### config.mk
export PLATFORM = sky130hd
export DESIGN_NAME = fetch_queue
export DESIGN_NICKNAME = d
export VERILOG_FILES = /design/src/rtl/fetch_queue.sv
export SDC_FILE = /design/constraint.sdc
export NUM_CORES = 1
export LEC_CHECK = 0
export BUFFER_PORTS_ARGS = -buffer_cell sky130_fd_sc_hd__buf_2
export CORE_AREA = 5 5 253 255
export CTS_BUF_LIST = sky130_fd_sc_hd__clkbuf_2
export DETAILED_ROUTE_END_ITERATION = 8
export DIE_AREA = 0 0 258 260
export GPL_ROUTABILITY_DRIVEN = 0
export PLACE_DENSITY_LB_ADDON = 0.25
export SLEW_MARGIN = 20
export SYNTH_ARGS = -nofsm -noshare
export SYNTH_HDL_FRONTEND = slang
export SYNTH_SLANG_ARGS = --single-unit
### constraint.sdc
create_clock -name clk -period 2.8 [get_ports clk]
set_input_delay 0.28 -clock clk [delete_from_list [all_inputs] [get_ports clk]]
set_output_delay 0.28 -clock clk [all_outputs]
set_load 0.02 [all_outputs]
### src/rtl/fetch_queue.sv
// ============================================================================
// Module   : fetch_queue
// Purpose  : Instruction-fetch front end. It contains the fetch-PC generator,
//            the in-order imem request/response path with several outstanding
//            requests, and a DEPTH-entry prefetch queue toward IF/ID.
// Options  : FQ_PERF_CNT_EN enables the saturating perf_* counters.
// Revision : 1.0 - initial release
// ============================================================================
`default_nettype none

module fetch_queue #(
    parameter int              XLEN     = 32,
    parameter int              DEPTH    = 4,
    parameter logic [XLEN-1:0] RESET_PC = '0
) (
    input  logic            clk,
    input  logic            rst,

    output logic            imem_req_valid,
    output logic [XLEN-1:0] imem_req_addr,
    input  logic            imem_req_ready,
    input  logic            imem_rsp_valid,
    input  logic [31:0]     imem_rsp_data,

    input  logic            redirect_valid,
    input  logic [XLEN-1:0] redirect_pc,

    output logic            out_valid,
    input  logic            out_ready,
    output logic [31:0]     out_instr,
    output logic [XLEN-1:0] out_pc,
    output logic [XLEN-1:0] out_pc4,

    output logic [31:0]     perf_fetched,
    output logic [31:0]     perf_flushed,
    output logic [31:0]     perf_stall
);

    localparam int              PTR_W     = $clog2(DEPTH);
    localparam int              CNT_W     = PTR_W + 1;
    localparam logic [CNT_W:0]  OCC_LIMIT = (CNT_W + 1)'(DEPTH);

    logic [XLEN-1:0]  fetch_pc_q, fetch_pc_d;
    logic [PTR_W-1:0] wr_ptr_q, wr_ptr_d;
    logic [PTR_W-1:0] rd_ptr_q, rd_ptr_d;
    logic [CNT_W-1:0] count_q, count_d;
    logic [CNT_W-1:0] inflight_q, inflight_d;
    logic [CNT_W-1:0] drop_q, drop_d;
    logic [PTR_W-1:0] tag_wr_ptr_q, tag_wr_ptr_d;
    logic [PTR_W-1:0] tag_rd_ptr_q, tag_rd_ptr_d;

    logic [31:0]      instr_mem [DEPTH];
    logic [XLEN-1:0]  pc_mem    [DEPTH];
    logic [XLEN-1:0]  tag_mem   [DEPTH];

    logic [CNT_W:0]   w_occupancy;
    logic             w_req_fire;
    logic             w_rsp_fire;
    logic             w_rsp_keep;
    logic             w_deq_fire;

    // Credit covers both queued entries and requests still owed a slot.
    assign w_occupancy    = {1'b0, inflight_q} + {1'b0, count_q};
    assign imem_req_valid = !rst && (w_occupancy < OCC_LIMIT) && !redirect_valid;
    assign imem_req_addr  = fetch_pc_q;
    assign w_req_fire     = imem_req_valid && imem_req_ready;

    // A response with nothing outstanding is a protocol error and is ignored.
    assign w_rsp_fire = imem_rsp_valid && (inflight_q != '0);
    assign w_rsp_keep = w_rsp_fire && (drop_q == '0) && !redirect_valid;
    assign w_deq_fire = out_valid && out_ready && !redirect_valid;

    assign out_valid = (count_q != '0);
    assign out_instr = out_valid ? instr_mem[rd_ptr_q] : '0;
    assign out_pc    = out_valid ? pc_mem[rd_ptr_q]    : '0;
    assign out_pc4   = out_pc + XLEN'(4);

    always_comb begin
        fetch_pc_d   = fetch_pc_q;
        wr_ptr_d     = wr_ptr_q;
        rd_ptr_d     = rd_ptr_q;
        tag_wr_ptr_d = tag_wr_ptr_q;
        tag_rd_ptr_d = tag_rd_ptr_q;
        drop_d       = drop_q;
        inflight_d   = inflight_q + CNT_W'(w_req_fire) - CNT_W'(w_rsp_fire);
        count_d      = count_q + CNT_W'(w_rsp_keep) - CNT_W'(w_deq_fire);

        if (w_req_fire) begin
            fetch_pc_d   = fetch_pc_q + XLEN'(4);
            tag_wr_ptr_d = tag_wr_ptr_q + 1'b1;
        end
        if (w_rsp_fire) begin
            tag_rd_ptr_d = tag_rd_ptr_q + 1'b1;
            if (drop_q != '0) begin
                drop_d = drop_q - 1'b1;
            end
        end
        if (w_rsp_keep) begin
            wr_ptr_d = wr_ptr_q + 1'b1;
        end
        if (w_deq_fire) begin
            rd_ptr_d = rd_ptr_q + 1'b1;
        end

        // Every request still outstanding after this cycle belongs to the
        // squashed stream, so drop is rebuilt rather than accumulated.
        if (redirect_valid) begin
            fetch_pc_d = redirect_pc & ~XLEN'(3);
            count_d    = '0;
            rd_ptr_d   = wr_ptr_q;
            wr_ptr_d   = wr_ptr_q;
            drop_d     = inflight_q - CNT_W'(w_rsp_fire);
        end
    end

    always_ff @(posedge clk) begin
        if (rst) begin
            fetch_pc_q   <= RESET_PC;
            wr_ptr_q     <= '0;
            rd_ptr_q     <= '0;
            count_q      <= '0;
            inflight_q   <= '0;
            drop_q       <= '0;
            tag_wr_ptr_q <= '0;
            tag_rd_ptr_q <= '0;
        end else begin
            fetch_pc_q   <= fetch_pc_d;
            wr_ptr_q     <= wr_ptr_d;
            rd_ptr_q     <= rd_ptr_d;
            count_q      <= count_d;
            inflight_q   <= inflight_d;
            drop_q       <= drop_d;
            tag_wr_ptr_q <= tag_wr_ptr_d;
            tag_rd_ptr_q <= tag_rd_ptr_d;
        end
    end

    // Storage arrays need no reset: count_q and out_valid gate their use.
    always_ff @(posedge clk) begin
        if (w_req_fire) begin
            tag_mem[tag_wr_ptr_q] <= fetch_pc_q;
        end
        if (!rst && w_rsp_keep) begin
            instr_mem[wr_ptr_q] <= imem_rsp_data;
            pc_mem[wr_ptr_q]    <= tag_mem[tag_rd_ptr_q];
        end
    end

`ifdef FQ_PERF_CNT_EN
    logic [31:0] perf_fetched_q, perf_fetched_d;
    logic [31:0] perf_flushed_q, perf_flushed_d;
    logic [31:0] perf_stall_q,   perf_stall_d;

    function automatic logic [31:0] sat_add(input logic [31:0] a, input logic [31:0] b);
        logic [32:0] sum;
        sum = {1'b0, a} + {1'b0, b};
        return sum[32] ? 32'hFFFF_FFFF : sum[31:0];
    endfunction

    // Flushed work = queued entries plus in-flight requests not already doomed.
    always_comb begin
        perf_fetched_d = sat_add(perf_fetched_q, 32'(w_rsp_keep));
        perf_stall_d   = sat_add(perf_stall_q, 32'(out_valid && !out_ready));
        perf_flushed_d = perf_flushed_q;
        if (redirect_valid) begin
            perf_flushed_d = sat_add(perf_flushed_q,
                                     32'(count_q) + 32'(inflight_q - drop_q));
        end
    end

    always_ff @(posedge clk) begin
        if (rst) begin
            perf_fetched_q <= '0;
            perf_flushed_q <= '0;
            perf_stall_q   <= '0;
        end else begin
            perf_fetched_q <= perf_fetched_d;
            perf_flushed_q <= perf_flushed_d;
            perf_stall_q   <= perf_stall_d;
        end
    end

    assign perf_fetched = perf_fetched_q;
    assign perf_flushed = perf_flushed_q;
    assign perf_stall   = perf_stall_q;
`else
    assign perf_fetched = '0;
    assign perf_flushed = '0;
    assign perf_stall   = '0;
`endif

endmodule

`default_nettype wire

Yosys cells after proc, flatten, opt, wreduce, memory -nomap -nowiden
Memory sizes are Yosys's and may differ from the RTL's. A register that Yosys moved wholly into a read port is not among the register bits.
Cells that the tools add are included.
{ "word_totals": {"romBits": 0, "latchBits": 0, "mem_count": 3, "inputBits": 70, "ramBits": 384, "elab_cells": 68, "regBits": 49} }
{ "op_classes": {"n_addsub": 13, "n_mul": 0, "n_eq_ne": 0, "bitwise_logic": 1, "order_cmp": 1, "mux": 19, "n_shift": 0, "div_mod_pow": 0, "n_reduce_logical": 22} }
{ "mem_list": {"columns": ["memory", "depth", "word_bits", "read_ports", "rd_ports_with_merged_regs", "wr", "line", "source"], "rows": [
  ["instr_mem", 4, 32, 1, 1, 1, "52", "logic [31:0] instr_mem [DEPTH];"],
  ["pc_mem", 4, 32, 1, 1, 1, "53", "logic [XLEN-1:0] pc_mem [DEPTH];"],
  ["tag_mem", 4, 32, 1, 1, 1, "54", "logic [XLEN-1:0] tag_mem [DEPTH];"]
]} }
{ "op_table": {"columns": ["cell", "count"], "rows": [
  ["32-bit two-way mux", 4],
  ["32-bit by 3-bit adder with 32-bit output (second input constant)", 2],
  ["2-bit two-way mux", 8],
  ["1-bit logical AND", 9],
  ["3-bit two-way mux", 3],
  ["3-bit nonzero test", 3],
  ["3-bit by 1-bit subtractor with 3-bit output", 3],
  ["2-bit by 1-bit adder with 2-bit output (second input constant)", 4],
  ["2-bit nonzero test", 4],
  ["3-bit by 1-bit adder with 3-bit output", 2],
  ["3-bit by 3-bit adder with 4-bit output", 1],
  ["4-bit by 3-bit < comparator with 1-bit output (second input constant)", 1],
  ["1-bit two-way mux", 4],
  ["2-bit AND reduction", 2],
  ["3-bit logical NOT", 1],
  ["3-bit by 1-bit subtractor with 3-bit output (second input constant)", 1],
  ["1-bit logical NOT", 2],
  ["2-bit OR reduction", 1],
  ["1-bit inverter", 1]
]} }

Logic depth before layout (Yosys ltp)
{ "logic_depth": {"word_depth": 7, "mapped_depth": 14, "depth_no_buf": 11} }

Worst setup path after synthesis
OpenSTA, ideal clock, no wires.
{ "synth_path": {"kind": "register to output", "start": "register count_q[1]", "end": "output out_pc4[26]", "t_required_ps": 2520, "t_arrival_ps": 3397, "slack_ps": -877, "stages_incl_launch_ff": 15, "n_path_buf": 3, "cell_sequence": "dfxtp_1 -> nor3_1 -> inv_1 -> clkbuf_2 -> clkbuf_8 -> clkbuf_1 -> nand2_1 -> inv_1 -> ha_1 -> nand2_1 -> o22ai_1 -> nand3_1 -> nor4_4 -> nand4_1 -> xnor2_1"} }
{ "synth_between": {"elab_chain_cells": 3} }
{ "synth_lines": {"columns": ["element", "line", "source"], "rows": [
  ["from (decl)", "46", "logic [CNT_W-1:0] count_q, count_d;"],
  ["from (signal assigned)", "130", "count_q <= count_d;"],
  ["3-bit nonzero test", "73", "assign out_valid = (count_q != '0);"],
  ["net out_valid", "28", "output logic out_valid,"],
  ["32-bit two-way mux", "75", "assign out_pc = out_valid ? pc_mem[rd_ptr_q] : '0;"],
  ["net out_pc[2]", "31", "output logic [XLEN-1:0] out_pc,"],
  ["32-bit by 3-bit adder with 32-bit output", "76", "assign out_pc4 = out_pc + XLEN'(4);"],
  ["to (decl)", "32", "output logic [XLEN-1:0] out_pc4,"]
]} }
The timed path passes the listed nets, and every way through them passes these cells.

==> out/results.ini <==
[floorplan]
placeableCoreArea_sq_um = 61400
fp.dieArea_sq_um = 67100
initial_core_util_pct = 29.6
ios = 296
die_h_um = 260
die_w_um = 258
placementRows = 91

[sta]
slew_headroom_pct = 47.6
tightestPinTransition_ps = 784
slew_viol_final = 0
min_period_ps = 3720
rsz0062_at_grt = yes
fin_skew_ps = 59.6
min_period_over_period_pct = 133
timing.setup.tns_ps = -38390
setup_viol = 87
max_freq_mhz = 269
hold_viol = 0
setup_slack_ps = -915

[run_status]
status = complete, but fails checks
violations = negative setup slack

[layout]
final_cell_mix = 368 x edfxtp_1, 155 x dlygate4sd3_1, 152 x clkbuf_2, 111 x buf_2, 107 x buf_4
syn_to_final_growth_pct = 36.6
final_common_cell = edfxtp_1
final_nets = 1772
layout-drive-gt1-share_pct = 42.6

[drt]
vias_per_cell = 4.45
route.final.wire_length_mm = 47.3
dr.first_iter.drc_count = 565
wire_per_inst_um = 18.5
drc = 0
route.vias.total = 11361
drt.antenna.violating_nets = 0
drt_pass1_iterations = 5

[critical_path]
path_max_fanout = 4
r2r_start = count_q[1]
crit_required_ps = 2520
start_kind = flop
reg2reg_to = imem_req_addr[21]
cp.arrival_ps = 3440
crit_type = reg2out
end_kind = primary output
r2r_cells = 11
r2r_setup_slack_ps = 170

[worst_hold_path]
hp-start = redirect_pc[27]
holdPathStages = 4
min_path_type = in2reg
holdPathEnd = imem_req_addr[27]

[grt]
grt_max_degree = 47
grt-ovfl-total = 0
grt_pass1_vias = 12052
track_usage_pct = 13.7
antenna_found_initial = 3
grt_pass1_wl_mm = 70.9

[clock_tree]
cts_tree = done
ctsHtreeMaxLevel = 3
worstSkewPairLatency_ps = 1040
cts_buffers = 106
root_buffer = clkbuf_2
clk_pin_slew_ps = 110
cts.sinks = 419
clockBufferDepth = 3

[synthesis]
synth.area.top_cells = edfxtp_1 61%, mux4_2 10%, dfxtp_1 5.6%, buf_4 4.3%, and2_1 2.2%
yosysSeqAreaShare_pct = 66.4
synthArstFlopShare_pct = 0
netlist_area_sq_um = 18200
syn_avg_cell_area_sq_um = 16.3
synth_edf_count = 368
netlist_instances = 1115
yosysWarnings = 0
synth_top_area_cell = edfxtp_1
synth_top_area_share_pct = 60.8
ys_seq_elements = 419
ys.flop_type = edfxtp_1
synth_cell_types = 69

[power]
p_leak_nw = 9.41
power_density_nw_per_um2 = 564
ir_drop_mv = 0.323

[place]
place_ws_ps = -440
io_buffers = 191
hpwl_mm = 31.2

[flow_run]
cap_violations = 0

[state kept, by name, summed over array words and instances (netlist names), 3 cells and up, named ones only]
signal	flops
imem_req_addr	30
inflight_q	3
pc_mem	120
drop_q	3
count_q	3
tag_mem	120
instr_mem	128
[power by group]
part	total (mW)	internal [mW]	switching, mW	leakage, nW
combinational	2.75	1.34	1.41	4.94
sequential	7.29	7.14	0.153	3.76
clock	3.97	1.55	2.42	0.710
total	14.0	10.0	3.98	9.41
[worst max-delay path by stage]
| stage | slack, ps | cells past startpoint | to |
|---|---|---|---|
| final | -920 | 12 | out_pc4[28] |
| after global routing | -1230 | 12 | out_pc4[28] |
| after CTS | -1100 | 12 | out_pc4[30] |
| after detailed placement | -440 | 10 | out_pc4[26] |
| after global placement | -390 | 10 | out_pc4[26] |
| after floorplan | -60 | 13 | out_pc4[26] |
[cell families (layout without fill, tap and decap cells)]
logic type      after synthesis  in the layout  share of synthesized area (%)
other cells                   1            105                         0.0206
xor+xnor                     47             47                           2.26
mux                         102            102                           12.3
fa+ha+maj                    22             22                           1.60
simple gates                264            264                           8.22
buf+inv                     180            724                           6.33
flops                       419            419                           66.4
compound gates               80             80                           2.82
[critical path: stages, from the launching register on]
cell     delay [ps]
dfxtp_4         380
mux4_2          350
and2_4          160
ha_4            170
nand2_4          60
o22ai_4         180
nand3_4         120
nor4_4          250
buf_4           190
buf_12          110
nand4_1         130
xnor2_2         190
buf_4           160
[cell usage after synthesis, types with 2 or more instances]
master / number
nor2_2: 3
a21oi_1: 16
or3_1: 6
buf_1: 6
ha_1: 20
a21boi_0: 3
nand2_2: 3
and2_2: 4
nor4_1: 3
xor2_1: 12
edfxtp_1: 368
a22oi_1: 4
or4_1: 4
o21ai_0: 20
nor2b_1: 10
a221oi_1: 2
nor3_1: 10
mux4_1: 11
clkbuf_8: 3
o211ai_1: 5
mux4_2: 83
nand4_1: 11
nand2_1: 52
dfxtp_1: 51
xnor2_1: 35
nand3_1: 23
inv_1: 28
clkbuf_1: 23
buf_4: 103
nor2_1: 44
and3_1: 6
and4_1: 4
buf_6: 2
a31oi_1: 14
nor4_4: 2
mux2i_1: 7
a211oi_1: 5
buf_2: 10
and2_1: 64
a32oi_1: 2
fa_1: 2
clkbuf_2: 3
nor4b_1: 2
[layout make-up]
class | count | area [sq um]
Inverter | 28 | 128
Antenna cell | 3 | 7.51
Clock buffer | 152 | 761
Multi-Input combinational cell | 617 | 5880
Fill cell | 5721 | 36500
Clock inverter | 36 | 174
Sequential cell | 419 | 12100
Timing Repair Buffer | 508 | 4800
Tap cell | 790 | 988
[per-layer routing]
metal | track usage, % | share of wire (%) | up-vias
li1 | - | - | 5265
met5 | 0 | 0 | -
met3 | 3.52 | 5.4 | 78
met4 | 3.95 | 1.9 | 0
met2 | 23.1 | 50 | 375
met1 | 17.6 | 43 | 5643
[timing repair]
action | in CTS | in global routing
resized for setup | 306 | 59
setup endpoints to repair | 92 | 102
hold endpoints to repair | 405 | 0
pin swaps | 35 | 24
hold buffers | 155 | 0
buffers inserted | 42 | 16
cloned | 4 | 1
[metrics by stage]
step | instance area, sq um | cells | util (%) | power [mW] | hold WS (ps)
4_1_cts | 24500 | 2537 | 39.9 | 14.2 | 8.51
3_5_place_dp | 20600 | 2153 | 33.6 | 9.66 | 501
2_1_floorplan | 18700 | 1216 | - | 8.95 | 379
3_3_place_gp | 20600 | 2153 | 33.6 | 9.62 | 484
6_report | 24800 | 2553 | 40.5 | 14.0 | 208
5_1_grt | 24800 | 2553 | 40.5 | 14.8 | 64.6
Power figures use the tool's default switching activity.
